--- config.mk ---
export PLATFORM = sky130hd
export DESIGN_NAME = mem_arbiter
export DESIGN_NICKNAME = d
export VERILOG_FILES = /design/src/rtl/mem_arbiter.sv
export SDC_FILE = /design/constraint.sdc
export NUM_CORES = 1
export LEC_CHECK = 0
export ABC_AREA = 0
export CORE_MARGIN = 2
export CORE_UTILIZATION = 43
export CTS_BUF_LIST = sky130_fd_sc_hd__clkbuf_4 sky130_fd_sc_hd__clkbuf_8
export DETAILED_ROUTE_END_ITERATION = 6
export GPL_TIMING_DRIVEN = 0
export PLACE_DENSITY = 0.83
export SLEW_MARGIN = 30
export SYNTH_ARGS = -nofsm -noshare
export SYNTH_HDL_FRONTEND = slang
export SYNTH_SLANG_ARGS = --single-unit
export TNS_END_PERCENT = 30
--- constraint.sdc ---
create_clock -name clk -period 5.6 [get_ports clk]
set_input_delay 1.12 -clock clk [delete_from_list [all_inputs] [get_ports clk]]
set_output_delay 1.12 -clock clk [all_outputs]
set_load 0.01 [all_outputs]
--- src/rtl/mem_arbiter.sv ---
// Shares one unified RAM port between instruction fetch and data access.
// A data access is always served before a fetch raised in the same pipeline cycle.
module mem_arbiter #(
   parameter int TIMEOUT = 16
) (
   input  logic        clk,
   input  logic        cpu_rst_n,
   input  logic        inst_ren,
   input  logic [31:0] inst_addr,
   output logic [31:0] inst_data,
   input  logic        mem_ren,
   input  logic        mem_wen,
   input  logic [31:0] mem_addr,
   input  logic [31:0] mem_dout,
   output logic [31:0] mem_din,
   output logic        stall,
   output logic        ram_req,
   output logic        ram_we,
   output logic [31:0] ram_addr,
   output logic [31:0] ram_wdata,
   input  logic [31:0] ram_rdata,
   input  logic        ram_ack,
   output logic        bus_err
);

   localparam int CW = (TIMEOUT < 2) ? 1 : $clog2(TIMEOUT);
   localparam logic [CW-1:0] LAST_WAIT = CW'(TIMEOUT - 1);

   typedef enum logic [1:0] {
      IDLE,
      D_ACC,
      I_ACC
   } state_t;

   state_t        state;
   logic          d_done;
   logic          i_done;
   logic [CW-1:0] wait_cnt;

   logic pend_d;
   logic pend_i;
   logic acc_end;

   assign pend_d  = (mem_ren | mem_wen) & ~d_done;
   assign pend_i  = inst_ren & ~i_done;
   assign stall   = pend_d | pend_i | (state != IDLE);
   // An access ends either on ack or when its last permitted wait cycle passes without one.
   assign acc_end = ram_ack | (wait_cnt == LAST_WAIT);

   // Arbiter FSM with registered RAM-side outputs and result registers.
   always_ff @(posedge clk or negedge cpu_rst_n) begin
      if (!cpu_rst_n) begin
         state     <= IDLE;
         ram_req   <= 1'b0;
         ram_we    <= 1'b0;
         ram_addr  <= '0;
         ram_wdata <= '0;
         inst_data <= '0;
         mem_din   <= '0;
         d_done    <= 1'b0;
         i_done    <= 1'b0;
         wait_cnt  <= '0;
         bus_err   <= 1'b0;
      end else begin
         if (!stall) begin
            d_done <= 1'b0;
            i_done <= 1'b0;
         end
         case (state)
            IDLE: begin
               if (pend_d) begin
                  state     <= D_ACC;
                  ram_req   <= 1'b1;
                  ram_addr  <= mem_addr;
                  ram_wdata <= mem_dout;
                  ram_we    <= mem_wen;
                  wait_cnt  <= '0;
               end else if (pend_i) begin
                  state    <= I_ACC;
                  ram_req  <= 1'b1;
                  ram_addr <= inst_addr;
                  ram_we   <= 1'b0;
                  wait_cnt <= '0;
               end
            end
            D_ACC: begin
               if (acc_end) begin
                  if (!ram_we) begin
                     mem_din <= ram_ack ? ram_rdata : 32'hFFFF_FFFF;
                  end
                  if (!ram_ack) begin
                     bus_err <= 1'b1;
                  end
                  d_done <= 1'b1;
                  // A fetch waiting behind the data beat starts without returning to IDLE.
                  if (pend_i) begin
                     state    <= I_ACC;
                     ram_addr <= inst_addr;
                     ram_we   <= 1'b0;
                     wait_cnt <= '0;
                  end else begin
                     state   <= IDLE;
                     ram_req <= 1'b0;
                     ram_we  <= 1'b0;
                  end
               end else begin
                  wait_cnt <= wait_cnt + CW'(1);
               end
            end
            I_ACC: begin
               if (acc_end) begin
                  inst_data <= ram_ack ? ram_rdata : 32'hFFFF_FFFF;
                  if (!ram_ack) begin
                     bus_err <= 1'b1;
                  end
                  i_done  <= 1'b1;
                  state   <= IDLE;
                  ram_req <= 1'b0;
               end else begin
                  wait_cnt <= wait_cnt + CW'(1);
               end
            end
            default: begin
               state   <= IDLE;
               ram_req <= 1'b0;
               ram_we  <= 1'b0;
            end
         endcase
      end
   end

endmodule

# Word level (Yosys, flattened, before mapping)
# Cells that the tools add are included.
[totals]
regBits = 139
output_inout_bits = 132
wordCells = 76
[op_classes]
n_addsub = 1
n_eq_ne = 8
muxes = 31
n_bitwise = 11
reduce_logical = 14
[op_table]
columns = ["op", "count"]
rows = [
  ["$mux 32", 4],
  ["$pmux 32 s2", 1],
  ["$mux 4", 4],
  ["$mux 1", 13],
  ["$pmux 4 s3", 1],
  ["$reduce_and 3->1", 4],
  ["$mux 2", 5],
  ["$ne 2x2->1 const B", 4],
  ["$reduce_and 2->1", 4],
  ["$pmux 1 s3", 2],
  ["$pmux 2 s3", 1],
  ["$not 1->1", 5],
  ["$add 4x1->4 const B", 1],
  ["$eq 4x4->1 const B", 1],
  ["$or 1x1->1", 4],
  ["$reduce_and 4->1", 1],
  ["$reduce_bool 2->1", 2],
  ["$ne 3x3->1 const B", 1],
  ["$reduce_bool 3->1", 1],
  ["$and 1x1->1", 2],
  ["$eq 2x1->1 const B", 1],
  ["$eq 2x2->1 const B", 1],
  ["$logic_not 2->1", 1],
  ["$reduce_or 2->1", 1],
]

# Logic depth before layout (Yosys ltp)
# Gate-level depths: netlist of the first run.
[logic_depth]
word_depth = 7
mapped_depth = 9
depth_no_buf = 6

# Least setup slack after synthesis of the first run
# No wires, ideal clock.
[synth_timing]
path_type = "input-to-output"
start = "input mem_wen"
end = "output stall"
arrival_time_ns = 1.652
required_time_ns = 4.480
setup_slack_ns = 2.828
cell_stages = 3
n_path_buf = 0
path_cell_list = "o21bai_1 and3_1 inv_1"
[synth_between]
elab_chain_len = 4
[synth_lines]
columns = ["item", "line_no", "text"]
rows = [
  ["start: declaration", "12", "input logic mem_wen,"],
  ["$or 1x1->1", "44", "assign pend_d = (mem_ren | mem_wen) & ~d_done;"],
  ["$and 1x1->1", "44", ""],
  ["$or 1x1->1 (2 in a row)", "46", "assign stall = pend_d | pend_i | (state != IDLE);"],
  ["end: declaration", "16", "output logic stall,"],
]
# Every way passes these cells.

# Worst setup path in the final report of the first run
# Same ends and word-level chain as after synthesis.

==> results of run 1 <==
per-stage QoR:
| step | setup slack [ps] | hold slack [ps] | cells |
|---|---|---|---|
| after floorplan | 2830 | 464 | 462 |
| after global placement | -1850 | 461 | 907 |
| after detailed placement | 1730 | 466 | 908 |
| after CTS | 1720 | 485 | 940 |
| after global routing | 1620 | 513 | 940 |
| final | 1710 | 484 | 940 |
cell families after synthesis:
kind of cell	count (synthesis)
adder cells (fa/ha/maj)	5
AO/OA/AOI/OAI	159
flip-flops	139
multiplexers	32
AND/OR/NAND/NOR	88
buffers and inverters	39
state kept, by name, indices dropped and copies added, names as in the netlist, 2 cells and up:
register and count:
mem_din 32, state 2, ram_wdata 32, wait_cnt 4, ram_addr 32, inst_data 32
layout make-up:
| cell class | count | share of cell area (%) |
|---|---|---|
| Sequential cell | 139 | 37.2 |
| Timing Repair Buffer | 266 | 28.7 |
| Multi-Input combinational cell | 284 | 24.3 |
| Clock buffer | 18 | 2.65 |
| Tap cell | 180 | 2.41 |
| Clock inverter | 14 | 2.30 |
| Buffer | 33 | 2.23 |
| Inverter | 6 | 0.241 |
placed cells by master, fill, tap and decap left out, types with 3 or more instances in the layout:
cell,n
clkdlybuf4s50_1,264
dfrtp_1,139
nand2_1,37
nor2_1,37
o22a_1,34
o22ai_1,33
a2bb2oi_2,30
o21ai_2,28
mux2_1,23
clkbuf_8,18
clkbuf_1,12
buf_2,11
buf_6,9
mux2_2,9
o21ai_1,7
inv_1,6
ha_1,5
bufinv_16,5
o21ai_0,3
a211oi_1,3
clkinv_2,3
inv_6,3
power by group through the flow:
stage	Clock, W	Combinational, W	Sequential [W]
6_report	0.000942	0.00283	0.00179
5_1_grt	0.00101	0.00303	0.00185
4_1_cts	0.000965	0.00286	0.00179
3_5_place_dp	0	0.00285	0.00181
3_3_place_gp	0	0.00278	0.00178
2_1_floorplan	0	0.00127	0.00200
worst paths after layout:
kind | start | endpoint | slack [ps]
setup / recovery | mem_wen | stall | 1710
hold / removal | mem_din[11]$_DFFE_PN0P_ | mem_din[11]$_DFFE_PN0P_ | 480
setup reg to reg | state[1]$_DFFE_PN0P_ | ram_addr[7]$_DFFE_PN0P_ | 3440
hold reg to reg | mem_din[11]$_DFFE_PN0P_ | mem_din[11]$_DFFE_PN0P_ | 480
max in group asynchronous | cpu_rst_n | ram_addr[7]$_DFFE_PN0P_ | 4220
min in group asynchronous | cpu_rst_n | inst_data[21]$_DFFE_PN0P_ | 660
critical path: cells and delay by family:
kind	cells	cell delay (ps)
compound gates	1	360
simple gates	1	260
buf+inv	3	1020
routing by layer:
layer	share of wire, %	GRT usage [%]	up-vias
li1	-	-	2273
met1	39	26.6	2495
met2	51	40.7	223
met3	8.0	7.30	27
met4	1.7	9.27	0
met5	0	0	-
==> impl_summary.txt, run 1 <==
----------------------------------------------------
[Outcome]
  Outcome ... finished, final reports clean

[Timing]
  Min cycle time layout ... 3890 ps
  Hold Fails Final Rpt ... 0
  Final slew viol count ... 0
  Post-route clock skew ... 10.8 ps
  Fmax achieved ... 257 MHz
  Final setup TNS ... 0 ps
  Headroom to the max-slew limit ... 60.2%
  Unrepaired setup endpoints after global routing ... false
  Count of endpoints failing setup in the final report ... 0
  Portion of the clock cycle consumed by the worst path in the final layout ... 69.4%
  Transition time at the pin with the least slew margin ... 596 ps

[Worst setup path]
  Element type at the critical path end ... output port
  CP max FO ... 5
  Arrival @ worst endpoint ... 2770 ps
  Required time of the worst setup path ... around 4500 ps
  Count of cells along the worst register-to-register path ... 7
  Most used cell along the critical path ... clkdlybuf4s50_1
  Highest cell delay on the worst timing path ... 490 ps
  Critical-path cell list ... clkdlybuf4s50_1 > o21bai_1 > and3_1 > inv_1 > clkdlybuf4s50_1
  Worst setup path category ... in -> out
  Startpoint types ... primary input
  Worst path slowest cell ... clkdlybuf4s50_1

[Final layout]
  Area of the multi-input gates ... 2270 um2
  Area growth, synth to finish ... 56.4%
  Final standard cell area without fillers ... 9350 um2
  Area taken by flip-flops and latches ... ~3500 um2
  Proportion of layout cells with a drive suffix above 1 ... 17.0%
  Final Net Count ... 886
  Fill cell total of the finished layout ... about 1000
  Layout Utilization ... 68.2%
  Diodes inserted ... 0

[Yosys]
  Commonest register cell after synthesis ... dfrtp_1
  Average size of a mapped cell ... 12.9 um2
  Leading area contributor after synthesis ... dfrtp_1
  Unique cell type count in the Yosys netlist ... 45
  Area share of xor/xnor cells in the synthesized design ... 0%
  Synthesized cell area ... 5980 um2
  Mux share of post-synthesis cell area ... 6.03%
  Area share of fa/ha/maj cells after synthesis ... approximately 1.0%
  Compound-cell area share of the yosys netlist ... 24.6%
  Main combinational cell family by area after synthesis ... compound AO/OA/AOI/OAI gates
  Proportion of synthesized chip area in sequential cells ... 58.2%
  Yosys warning total ... 0
  Number of cells produced by synthesis ... 462
  Fraction of synthesized cell area taken by the top area cell type ... 58.2%
  Share of synthesized registers carrying an async set or reset ... 100%
  Flip-flop and latch count after synthesis ... approximately 140
  Commonest cells post-synth ... dfrtp_1 (139), nand2_1 (37), nor2_1 (37)
  Post-Synth Simple-Gate Area ... 6.30%
  Number of nets produced by synthesis ... 601
  Count of flip-flops with a built-in enable after synthesis ... 0
  Ranking of synthesized cells by area ... dfrtp_1 (58%), a2bb2oi_2 (7.5%), o22a_1 (5.0%), mux2_1 (4.3%), o21ai_2 (4.1%)
  Most frequent cell after synthesis ... dfrtp_1

[CTS]
  Post-CTS clock slew at the launch and capture registers of the worst setup and hold paths ... 80 ps
  Root Buffer Master ... clkbuf_8
  Number of hold buffers added after cts ... 0
  Insertion delay to the later sink of the worst-skew pair ... ~450 ps
  TritonCTS clock tree ... yes
  Setup fix buffers added after clock tree synthesis ... 0
  Buffers from clock root to sink, at most ... 2
  Post-cts gate resize count ... 0
  TritonCTS Sinks ... roughly 140
  Clock H-tree levels ... 4
  Number of buffers inserted during clock tree synthesis ... 17

[Drt]
  Drt via density ... 5.34
  Number of antenna-violating nets in the routed design ... 0
  First DRT Iteration DRCs ... 258
  Remaining design rule violation count ... 0
  Vias post-DR ... 5018
  Number of iterations in the first detailed-routing pass ... 6
  Final wirelength ... 17300 um
  Routed length per instance ... 18.4 um

[Floorplan]
  Die footprint ... between 10000 and 15000 um2
  Die outline width ... 122 um
  Rows ... between 40 and 50
  Placeable core region ... ~14000 um2
  # IOs ... about 270
  Initial Util ... around 44%
  Height of the die ... 122 um

[Global routing]
  Gr ovfl total ... 0
  Largest net degree at the start of global routing ... 81
  Number of global-route vias before repair ... 5191
  Initial antenna violation count ... 0
  Global routing usage summed across all routing layers ... 23.3%
  Wire length of the first global-routing pass ... 26600 um

[Placed design]
  Number of buffers added on ports ... 265
  Half-perimeter wire length of the detailed placement result ... roughly 13000 um
  Dpl cell area ... between 8000 and 9000 um2
  Gpl congestion ... 0.827

[Pwr]
  Net Sw Power ... 0.00191 W
  Combinational fraction of design power ... 50.9%
  Leak pwr ... 3.88 nW
  Sequential Power Share ... 32.2%
  Pint ... 0.00366 W
  VDD IR-drop max ... 0.379 mV
  Power per Cell Area ... 595 nW/um2
  Clock group share of total power ... 16.9%
  Switch share ... 34.3%
  Power Total ... between 0.005 and 0.006 W

[Worst hold path]
  Number of stages on the worst hold path ... 2
  Classification of the worst-slack hold path ... reg -> reg

[Flow run]
  Max Cap Violations ... 0

----------------------------------------------------
No activity file was read; power rests on OpenSTA's default activity.
==> inputs of run 2 (changes only) <==
==> constraint.sdc (replaced) <==
create_clock -name clk -period 3.6 [get_ports clk]
set_input_delay 0.72 -clock clk [delete_from_list [all_inputs] [get_ports clk]]
set_output_delay 0.72 -clock clk [all_outputs]
set_load 0.01 [all_outputs]
==> results of run 2 <==
The final DEF is identical to that of run 1. Status: finished, final reports clean.
Among the figures that moved: setup slack after placement 1730 ps -> 529 ps; setup slack after layout 1710 ps -> 513 ps; hold slack 484 ps -> 256 ps; register-to-register setup slack 3440 ps -> 1440 ps; total power 0.00557 W -> 0.00866 W; worst IR drop on VDD 0.379 mV -> 0.590 mV
